$ cat src/rtl/pc_pkg.sv
`default_nettype none
// ============================================================================
//  Module      : pc_pkg
//  Description : Shared definitions for the program-counter sequencer:
//                command encoding, priority resolution and the width helper
//                for the return-address-stack occupancy count.
//  Revision    : 1.0  initial release
// ============================================================================
package pc_pkg;

    // Resolved command for the current cycle, one value per command.
    typedef enum logic [2:0] {
        CMD_NONE   = 3'd0,
        CMD_INC    = 3'd1,
        CMD_BRANCH = 3'd2,
        CMD_JUMP   = 3'd3,
        CMD_CALL   = 3'd4,
        CMD_RET    = 3'd5,
        CMD_STALL  = 3'd6
    } cmd_e;

    // Number of distinct resolved commands.
    localparam int unsigned CMD_NUM = 7;

    // The count must be able to represent 0..DEPTH inclusive.
    function automatic int ras_cnt_w(input int depth);
        return $clog2(depth) + 1;
    endfunction

    // Fixed priority: stall > ret > call > jump > branch > inc.
    function automatic cmd_e decode_cmd(
        input logic stall,
        input logic ret,
        input logic call,
        input logic jump,
        input logic branch,
        input logic inc
    );
        if (stall)       return CMD_STALL;
        else if (ret)    return CMD_RET;
        else if (call)   return CMD_CALL;
        else if (jump)   return CMD_JUMP;
        else if (branch) return CMD_BRANCH;
        else if (inc)    return CMD_INC;
        else             return CMD_NONE;
    endfunction

endpackage : pc_pkg
`default_nettype wire

$ cat src/rtl/ras_stack.sv
`default_nettype none
// ============================================================================
//  Module      : ras_stack
//  Description : Return-address stack. The top entry is presented
//                combinationally so a pop in the cycle right after a push
//                returns the freshly written address. Pushes into a full
//                stack and pops from an empty stack are ignored; the parent
//                reports those as errors.
//  Revision    : 1.0  initial release
// ============================================================================
module ras_stack #(
    parameter int DEPTH  = 8,
    parameter int DATA_W = 16,
    parameter int CNT_W  = $clog2(DEPTH) + 1
) (
    input  logic              clk,
    input  logic              rst,
    input  logic              push_i,
    input  logic              pop_i,
    input  logic [DATA_W-1:0] data_i,
    output logic [DATA_W-1:0] data_o,
    output logic [CNT_W-1:0]  count_o,
    output logic              full_o,
    output logic              empty_o
);

    localparam int PTR_W = $clog2(DEPTH);

    logic [DATA_W-1:0] mem_q [DEPTH];
    logic [CNT_W-1:0]  count_q;
    logic [CNT_W-1:0]  count_d;
    logic [PTR_W-1:0]  wr_ptr;
    logic [PTR_W-1:0]  rd_ptr;
    logic              do_push;
    logic              do_pop;

    assign full_o  = (count_q == CNT_W'(DEPTH));
    assign empty_o = (count_q == '0);

    // Push wins if both are requested; the parent never asks for both.
    assign do_push = push_i & ~full_o & ~rst;
    assign do_pop  = pop_i & ~push_i & ~empty_o;

    // Next free slot equals the count; the top sits one below it.
    assign wr_ptr  = PTR_W'(count_q);
    assign rd_ptr  = PTR_W'(count_q - CNT_W'(1));
    assign data_o  = mem_q[rd_ptr];
    assign count_o = count_q;

    // Occupancy update from the accepted push/pop.
    always_comb begin
        count_d = count_q;
        if (do_push)
            count_d = count_q + CNT_W'(1);
        else if (do_pop)
            count_d = count_q - CNT_W'(1);
    end

    // Occupancy register; reset empties the stack logically.
    always_ff @(posedge clk) begin
        if (rst)
            count_q <= '0;
        else
            count_q <= count_d;
    end

    // Storage array; contents are not cleared by reset.
    always_ff @(posedge clk) begin
        if (do_push)
            mem_q[wr_ptr] <= data_i;
    end

endmodule : ras_stack
`default_nettype wire

$ cat src/rtl/pc_sequencer.sv
`default_nettype none
// ============================================================================
//  Module      : pc_sequencer
//  Description : Program-counter sequencer with increment, absolute jump,
//                relative branch, call/return through a return-address
//                stack, stall, and sticky overflow/underflow flags.
//  Revision    : 1.0  initial release
// ============================================================================
module pc_sequencer
    import pc_pkg::*;
#(
    parameter int                 ADDR_W     = 16,
    parameter int                 OFF_W      = 8,
    parameter int                 RAS_DEPTH  = 8,
    parameter logic [ADDR_W-1:0]  RESET_ADDR = '0
) (
    input  logic                           clk,
    input  logic                           rst,
    input  logic                           stall,
    input  logic                           inc,
    input  logic                           jump,
    input  logic                           branch,
    input  logic                           call,
    input  logic                           ret,
    input  logic [ADDR_W-1:0]              target,
    input  logic [OFF_W-1:0]               offset,
    output logic [ADDR_W-1:0]              pc,
    output logic [ras_cnt_w(RAS_DEPTH)-1:0] ras_count,
    output logic                           ras_full,
    output logic                           ras_empty,
    output logic                           ovf_err,
    output logic                           unf_err
);

    localparam int CNT_W = ras_cnt_w(RAS_DEPTH);

    cmd_e              cmd;
    logic [ADDR_W-1:0] pc_q;
    logic [ADDR_W-1:0] pc_d;
    logic              ovf_q;
    logic              ovf_d;
    logic              unf_q;
    logic              unf_d;
    logic [ADDR_W-1:0] pc_plus1;
    logic [ADDR_W-1:0] off_ext;
    logic [ADDR_W-1:0] ras_top;
    logic              ras_push;
    logic              ras_pop;

    assign cmd      = decode_cmd(stall, ret, call, jump, branch, inc);
    assign pc_plus1 = pc_q + ADDR_W'(1);

    // Sign-extend the branch displacement to the PC width.
    generate
        if (OFF_W < ADDR_W) begin : g_off_sext
            assign off_ext = {{(ADDR_W-OFF_W){offset[OFF_W-1]}}, offset};
        end else begin : g_off_full
            assign off_ext = offset;
        end
    endgenerate

    ras_stack #(
        .DEPTH  (RAS_DEPTH),
        .DATA_W (ADDR_W),
        .CNT_W  (CNT_W)
    ) u_ras (
        .clk     (clk),
        .rst     (rst),
        .push_i  (ras_push),
        .pop_i   (ras_pop),
        .data_i  (pc_plus1),
        .data_o  (ras_top),
        .count_o (ras_count),
        .full_o  (ras_full),
        .empty_o (ras_empty)
    );

    // Next PC, stack requests and error flags for the selected command.
    always_comb begin
        pc_d     = pc_q;
        ovf_d    = ovf_q;
        unf_d    = unf_q;
        ras_push = 1'b0;
        ras_pop  = 1'b0;
        case (cmd)
            CMD_RET: begin
                if (ras_empty) begin
                    unf_d = 1'b1;
                end else begin
                    pc_d    = ras_top;
                    ras_pop = 1'b1;
                end
            end
            CMD_CALL: begin
                pc_d = target;
                if (ras_full)
                    ovf_d = 1'b1;
                else
                    ras_push = 1'b1;
            end
            CMD_JUMP:   pc_d = target;
            CMD_BRANCH: pc_d = pc_q + off_ext;
            CMD_INC:    pc_d = pc_plus1;
            default:    pc_d = pc_q;
        endcase
    end

    // PC and sticky error flags; reset overrides every command.
    always_ff @(posedge clk) begin
        if (rst) begin
            pc_q  <= RESET_ADDR;
            ovf_q <= 1'b0;
            unf_q <= 1'b0;
        end else begin
            pc_q  <= pc_d;
            ovf_q <= ovf_d;
            unf_q <= unf_d;
        end
    end

    assign pc      = pc_q;
    assign ovf_err = ovf_q;
    assign unf_err = unf_q;

endmodule : pc_sequencer
`default_nettype wire
$ cat config.mk
export PLATFORM = sky130hd
export DESIGN_NAME = pc_sequencer
export DESIGN_NICKNAME = d
export VERILOG_FILES = /design/src/rtl/pc_pkg.sv /design/src/rtl/ras_stack.sv /design/src/rtl/pc_sequencer.sv
export SDC_FILE = /design/constraint.sdc
export NUM_CORES = 1
export LEC_CHECK = 0
export CORE_MARGIN = 4
export CORE_UTILIZATION = 59
export CTS_CLUSTER_DIAMETER = 150
export CTS_CLUSTER_SIZE = 24
export DETAILED_ROUTE_END_ITERATION = 6
export PLACE_DENSITY = 0.8
export SYNTH_ARGS = -nofsm -noshare
export SYNTH_HDL_FRONTEND = slang
export SYNTH_SLANG_ARGS = --single-unit
$ cat constraint.sdc
create_clock -name clk -period 4.6 [get_ports clk]
set_clock_uncertainty 0.2 [all_clocks]
set_input_delay 0.92 -clock clk [delete_from_list [all_inputs] [get_ports clk]]
set_output_delay 0.92 -clock clk [all_outputs]
set_load 0.01 [all_outputs]
-- Yosys cells after proc, flatten, opt, wreduce, memory -nomap -nowiden
Memory sizes are Yosys's and may differ from the RTL's.
Index checks and enable logic that the tools add are counted.
- add/sub/neg operators: 4
- eq/ne operators: 7
- muxes and demuxes: 16
- bitwise operators: 8
- reduce and logical (&&, ||, !) cells: 7
- operator list (cell ; count):
    $pmux 16 s4 ; 1
    $add 16x1->16 const B ; 1
    $add 16x16->16 ; 1
    $mux 16 ; 1
    $mux 3 ; 3
    $mux 4 ; 2
    $mux 1 ; 7
    $eq 3x2->1 const B ; 2
    $eq 3x3->1 const B ; 2
    $reduce_and 2->1 ; 3
    $add 4x1->4 const B ; 1
    $and 1x1->1 ; 4
    $eq 4x4->1 const B ; 1
    $logic_not 4->1 ; 1
    $mux 2 ; 2
    $not 1->1 ; 4
    $reduce_bool 4->1 ; 1
    $sub 4x1->4 const B ; 1
    $eq 3x1->1 const B ; 1
    $ne 2x2->1 const B ; 1
    $reduce_bool 2->1 ; 1
    $reduce_or 2->1 ; 1
- flip-flop bits (word level): 22
- bits in writable memories: 128
- input port bits: 32
- output and inout bits: 24
- word-level logic and storage cells: 47
- memories kept: 1
- memories (memory ; words ; width ; rd ports ; clocked after Yosys merged registers in ; wr ports ; RTL line ; RTL):
    u_ras.mem_q ; 8 ; 16 ; 1 ; 0 ; 1 ; ras_stack.sv:29 ; logic [DATA_W-1:0] mem_q [DEPTH];

-- Depth between registers and ports, before layout
- depth in word-level cells: 13
- depth in mapped cells: 12
- depth with buffers taken out: 9

-- By module
Synthesis repeated with hierarchy kept, for this count alone.
- cell total of the unflattened synthesis: 549
- area total of the unflattened synthesis: 7522.2 um^2
- modules (own cells, without submodules) (module ; instances ; cells each ; area an instance (um^2)):
    ras_stack ; 1 ; 240 ; 5218.8
    pc_sequencer ; 1 ; 309 ; 2303.5

-- Least setup slack after synthesis
Ideal clock, no wire load.
- kind: reg2reg
- start point: register u_ras.count_q[0], in the netlist u_ras.count_o[0]
- end point: memory u_ras.mem_q[0][0] (enable)
- data arrival time: 3608 ps
- required time: 3970 ps
- path slack: 362 ps
- cell stages (with the launch flop): 9
- buffers on the path: 3
- period minus slack after synthesis: 4238 ps
- cell sequence: dfxtp_1 -> buf_2 -> buf_2 -> inv_1 -> ha_1 -> and3b_1 -> or3_1 -> buf_2 -> nor4_1
- word-level cells in the longest chain between the ends: 7
- ends and longest elaborated chain (what ; RTL line ; RTL):
    start, declared ; ras_stack.sv:30 ; logic [CNT_W-1:0] count_q;
    start signal, assigned ; ras_stack.sv:64 ; count_q <= count_d;
    $eq 4x4->1 * ; ras_stack.sv:37 ; assign full_o = (count_q == CNT_W'(DEPTH));
    via ras_full ; pc_sequencer.sv:29 ; output logic ras_full,
    $mux 1 ; pc_sequencer.sv:96 ; if (ras_full)
    $mux 1 ; pc_sequencer.sv:85 ; case (cmd)
    $and 1x1->1 * (2 in series) ; ras_stack.sv:41 ; assign do_push = push_i & ~full_o & ~rst;
    $mux 1 * ; ras_stack.sv:69 ; if (do_push)
    $mux 1 (implied by the code) * ; ras_stack.sv:70 ; mem_q[wr_ptr] <= data_i;
    end, declared ; ras_stack.sv:29 ;
The timed path passes the listed nets; every way through them passes the cells marked *.

-- Worst setup path in the final report
- start point: input offset[7]
- end point: register pc_q[13], in the netlist pc[13]
- word-level cells in the longest chain between the ends: 2
- ends and longest elaborated chain (what ; RTL line ; RTL):
    start, declared ; pc_sequencer.sv:26 ; input logic [OFF_W-1:0] offset,
    $add 16x16->16 ; pc_sequencer.sv:102 ; CMD_BRANCH: pc_d = pc_q + off_ext;
    $pmux 16 s4 ; pc_sequencer.sv:85 ;
    end signal, assigned ; pc_sequencer.sv:115 ; pc_q <= pc_d;
    end, declared ; pc_sequencer.sv:38 ; logic [ADDR_W-1:0] pc_q;
No other way between the ends.
A chain may end at the register's enable or synchronous reset.

==> results.cfg <==
[status]
status = completed

[synthesis]
synth_cells = 501
yosysWarningCount = 0
syn-cell-area_um2 = 7230
synth_compound_area_frac = 0.104
ys.flop_type = edfxtp_1
ys_ff_latch = 150
yosys.area.top_type_share = 0.531
synth_nets = 552
synth_edf_count = 128
synth.most_common_cell = edfxtp_1
synth_mux_area_frac = 0.129
ys_async_sr_fraction = 0
synth_area_leaders = edfxtp_1 (53%), mux4_2 (10%), dfxtp_1 (6.1%)
synth-xor-area-share = 0.0313
synth.avg_cell_area_um2 = 14.4
ys_seq_area_frac = 0.592
synthTopCellsByCount = edfxtp_1 (128), nand2_1 (36), mux4_2 (32)
yosys.area_share.simple = 0.0868
yosys.area.top_type = edfxtp_1
synth_top_family_by_area = multiplexers
synthAdderAreaFrac = 0.0339
ys_types = 63

[timing]
fmaxAchievable_ghz = 0.298
setup_violations = 0
hold_ws_ns = 0.280
slew_headroom = 0.378
post-route-period-util = 0.730
maxSlewViolCount = 0
fin_ws_ns = 1.24
fin_crit_ns = 3.36
final_hold_viol_count = 0
tns_ns = 0
tightest_slew_ns = 0.926
rsz0062_at_grt = no

[clocking]
cts_buffer_depth = 2
h-tree-depth = 4
cts_root_buf = clkbuf_16
cts_buffers = 17
cts.sinks = 150
worstSkewPairLatency_ns = 0.42
cts_setup_buffers = 0
hold_buffers = 0
cts_resized = 0
tritoncts = yes
path_clk_slew_ns = 0.06

[drt]
first_iter_violations = 477
dr.pass1.iters = 5
drt_drc_violations_left = 0
ant_nets = 0
wl_per_cell_um = 24.0
vias = 4799
routed_wl_um = 17400
routed_via_density = 6.61

[place]
placed_area_um2 = 8030
dp_slack_ns = 0.826
portBuffers = 55
gp_congestion = 1.06
place_hpwl_um = 11400

[setup_path]
reg2reg_depth = 8
critPathLaunchType = input pin
cp_data_required_time_ns = 4.74
critical_path_class = input pin to flop
r2r_start = u_ras.count_o[1]$_SDFFE_PP0P_
cp.arrival_ns = 3.50
critPathMaxFanout = 9
end_kind = flop
r2r_slack_ns = 1.53
r2r_end = pc[9]$_SDFFE_PP0P_

[layout]
drive_gt1_frac = 0.185
multi_input_area_um2 = 2830
area_growth_syn_to_layout_pct = 18.7
nNetsFinal = 618
fin_area_um2 = 8590
fillerInstances = 775
seqCellArea_um2 = 4290
n_antenna_cell = 0

[pwr]
leakage_nw = 3.04
power_density_nw_per_um2 = 424
ir_drop_mv = 0.278
power_w = 0.00364

[die]
dieArea_um2 = 14100
rows = 40
initial_utilization = 0.602
coreArea_um2 = 12000
io_pins = 56
die_x_um = 119
die_y_um = 119

[global_routing]
grt_usage = 0.259
grt_antenna_before_repair = 0
grt_pass1_vias = 4900
grt_first_pass_wirelength_um = 27700
grt_start_max_net_pins = 40
grt-ovfl-total = 0

[worst_hold_path]
worstHoldPathCells = 2
hold_path_class = flop to flop
hp-start = unf_err$_SDFFE_PP0N_
min_to = unf_err$_SDFFE_PP0N_

[flow_run]
maxCapViolations = 0
worst max-delay path, stage by stage:
cell	delay [ns]
clkdlybuf4s50_1	0.60
ha_1	0.51
a21oi_4	0.24
a21oi_1	0.10
a211o_1	0.34
or3_1	0.38
a31o_1	0.19
a221oi_2	0.22
flip-flops by register name (all words and copies together) (netlist names):
signal	flops
u_ras.mem_q	128
ovf_err	1
u_ras.count_o	4
unf_err	1
pc	16
placed cells by master (no fill, tap or decap), types with 4 or more instances in the layout:
| master | count |
|---|---|
| nor3_2 | 4 |
| a21oi_1 | 16 |
| clkbuf_16 | 17 |
| clkdlybuf4s50_1 | 55 |
| a221o_1 | 6 |
| a31oi_1 | 6 |
| xnor2_1 | 11 |
| nor2_1 | 22 |
| ha_1 | 18 |
| a21o_1 | 7 |
| nand2_1 | 36 |
| inv_1 | 10 |
| nand3_1 | 13 |
| or3_1 | 6 |
| edfxtp_1 | 128 |
| o21ai_0 | 20 |
| dfxtp_1 | 21 |
| xor2_1 | 8 |
| nor3_1 | 5 |
| and3_1 | 6 |
| mux2i_1 | 18 |
| a221oi_1 | 16 |
| a221oi_2 | 4 |
| buf_4 | 19 |
| mux4_2 | 32 |
| o21a_1 | 4 |
| a211oi_1 | 5 |
cells by family (layout without fill, tap and decap cells):
| family | after synthesis | in the layout |
|---|---|---|
| adders and majority gates | 19 | 19 |
| AOI/OAI and AO/OA | 101 | 101 |
| buffers and inverters | 37 | 115 |
| DFF | 150 | 150 |
| muxes | 53 | 53 |
| xor gates and xnor gates | 22 | 22 |
| and+or+nand+nor | 119 | 119 |
power breakdown:
group | internal, W | switching, W | total, W | leakage (nW)
Clock | 0.000796 | 0.000544 | 0.00134 | 0.271
Sequential | 0.00153 | 0.0000483 | 0.00158 | 1.35
Combinational | 0.000329 | 0.000396 | 0.000726 | 1.41
stage by stage:
| stage | utilization | std cells |
|---|---|---|
| 3_5_place_dp | 0.668 | 695 |
| 4_1_cts | 0.715 | 726 |
| 3_3_place_gp | 0.668 | 695 |
| 2_1_floorplan | - | 501 |
| 6_report | 0.715 | 726 |
| 5_1_grt | 0.715 | 726 |
cell type report:
cell class / instances / area share
clock buffers: 19 / 0.0504
well taps: 147 / 0.0214
inverters: 10 / 0.00437
clock inverters: 12 / 0.0150
repair buffers: 74 / 0.0807
flip-flops and latches: 150 / 0.499
multi-input cells: 314 / 0.329
how the worst max path moves through the flow:
stage,from,to,slack (ns),depth (start not counted)
final,offset[7],pc[13]$_SDFFE_PP0P_,1.24,8
after global routing,offset[7],pc[13]$_SDFFE_PP0P_,1.13,8
after CTS,u_ras.count_o[1]$_SDFFE_PP0P_,ras_empty,1.25,4
after detailed placement,offset[7],pc[13]$_SDFFE_PP0P_,0.83,8
after global placement,offset[7],pc[13]$_SDFFE_PP0P_,0.91,8
after floorplan,u_ras.count_o[0]$_SDFFE_PP0P_,u_ras.mem_q[0][0]$_DFFE_PP_,0.36,8
metal layers:
layer | vias to the layer above | global-route usage | wire (um)
met5 | - | 0 | 0
met4 | 0 | 0.0854 | 369
met3 | 29 | 0.0498 | 1280
met2 | 263 | 0.419 | 8470
met1 | 2377 | 0.356 | 7320
li1 | 2130 | - | -
Power figures use the tool's default switching activity.
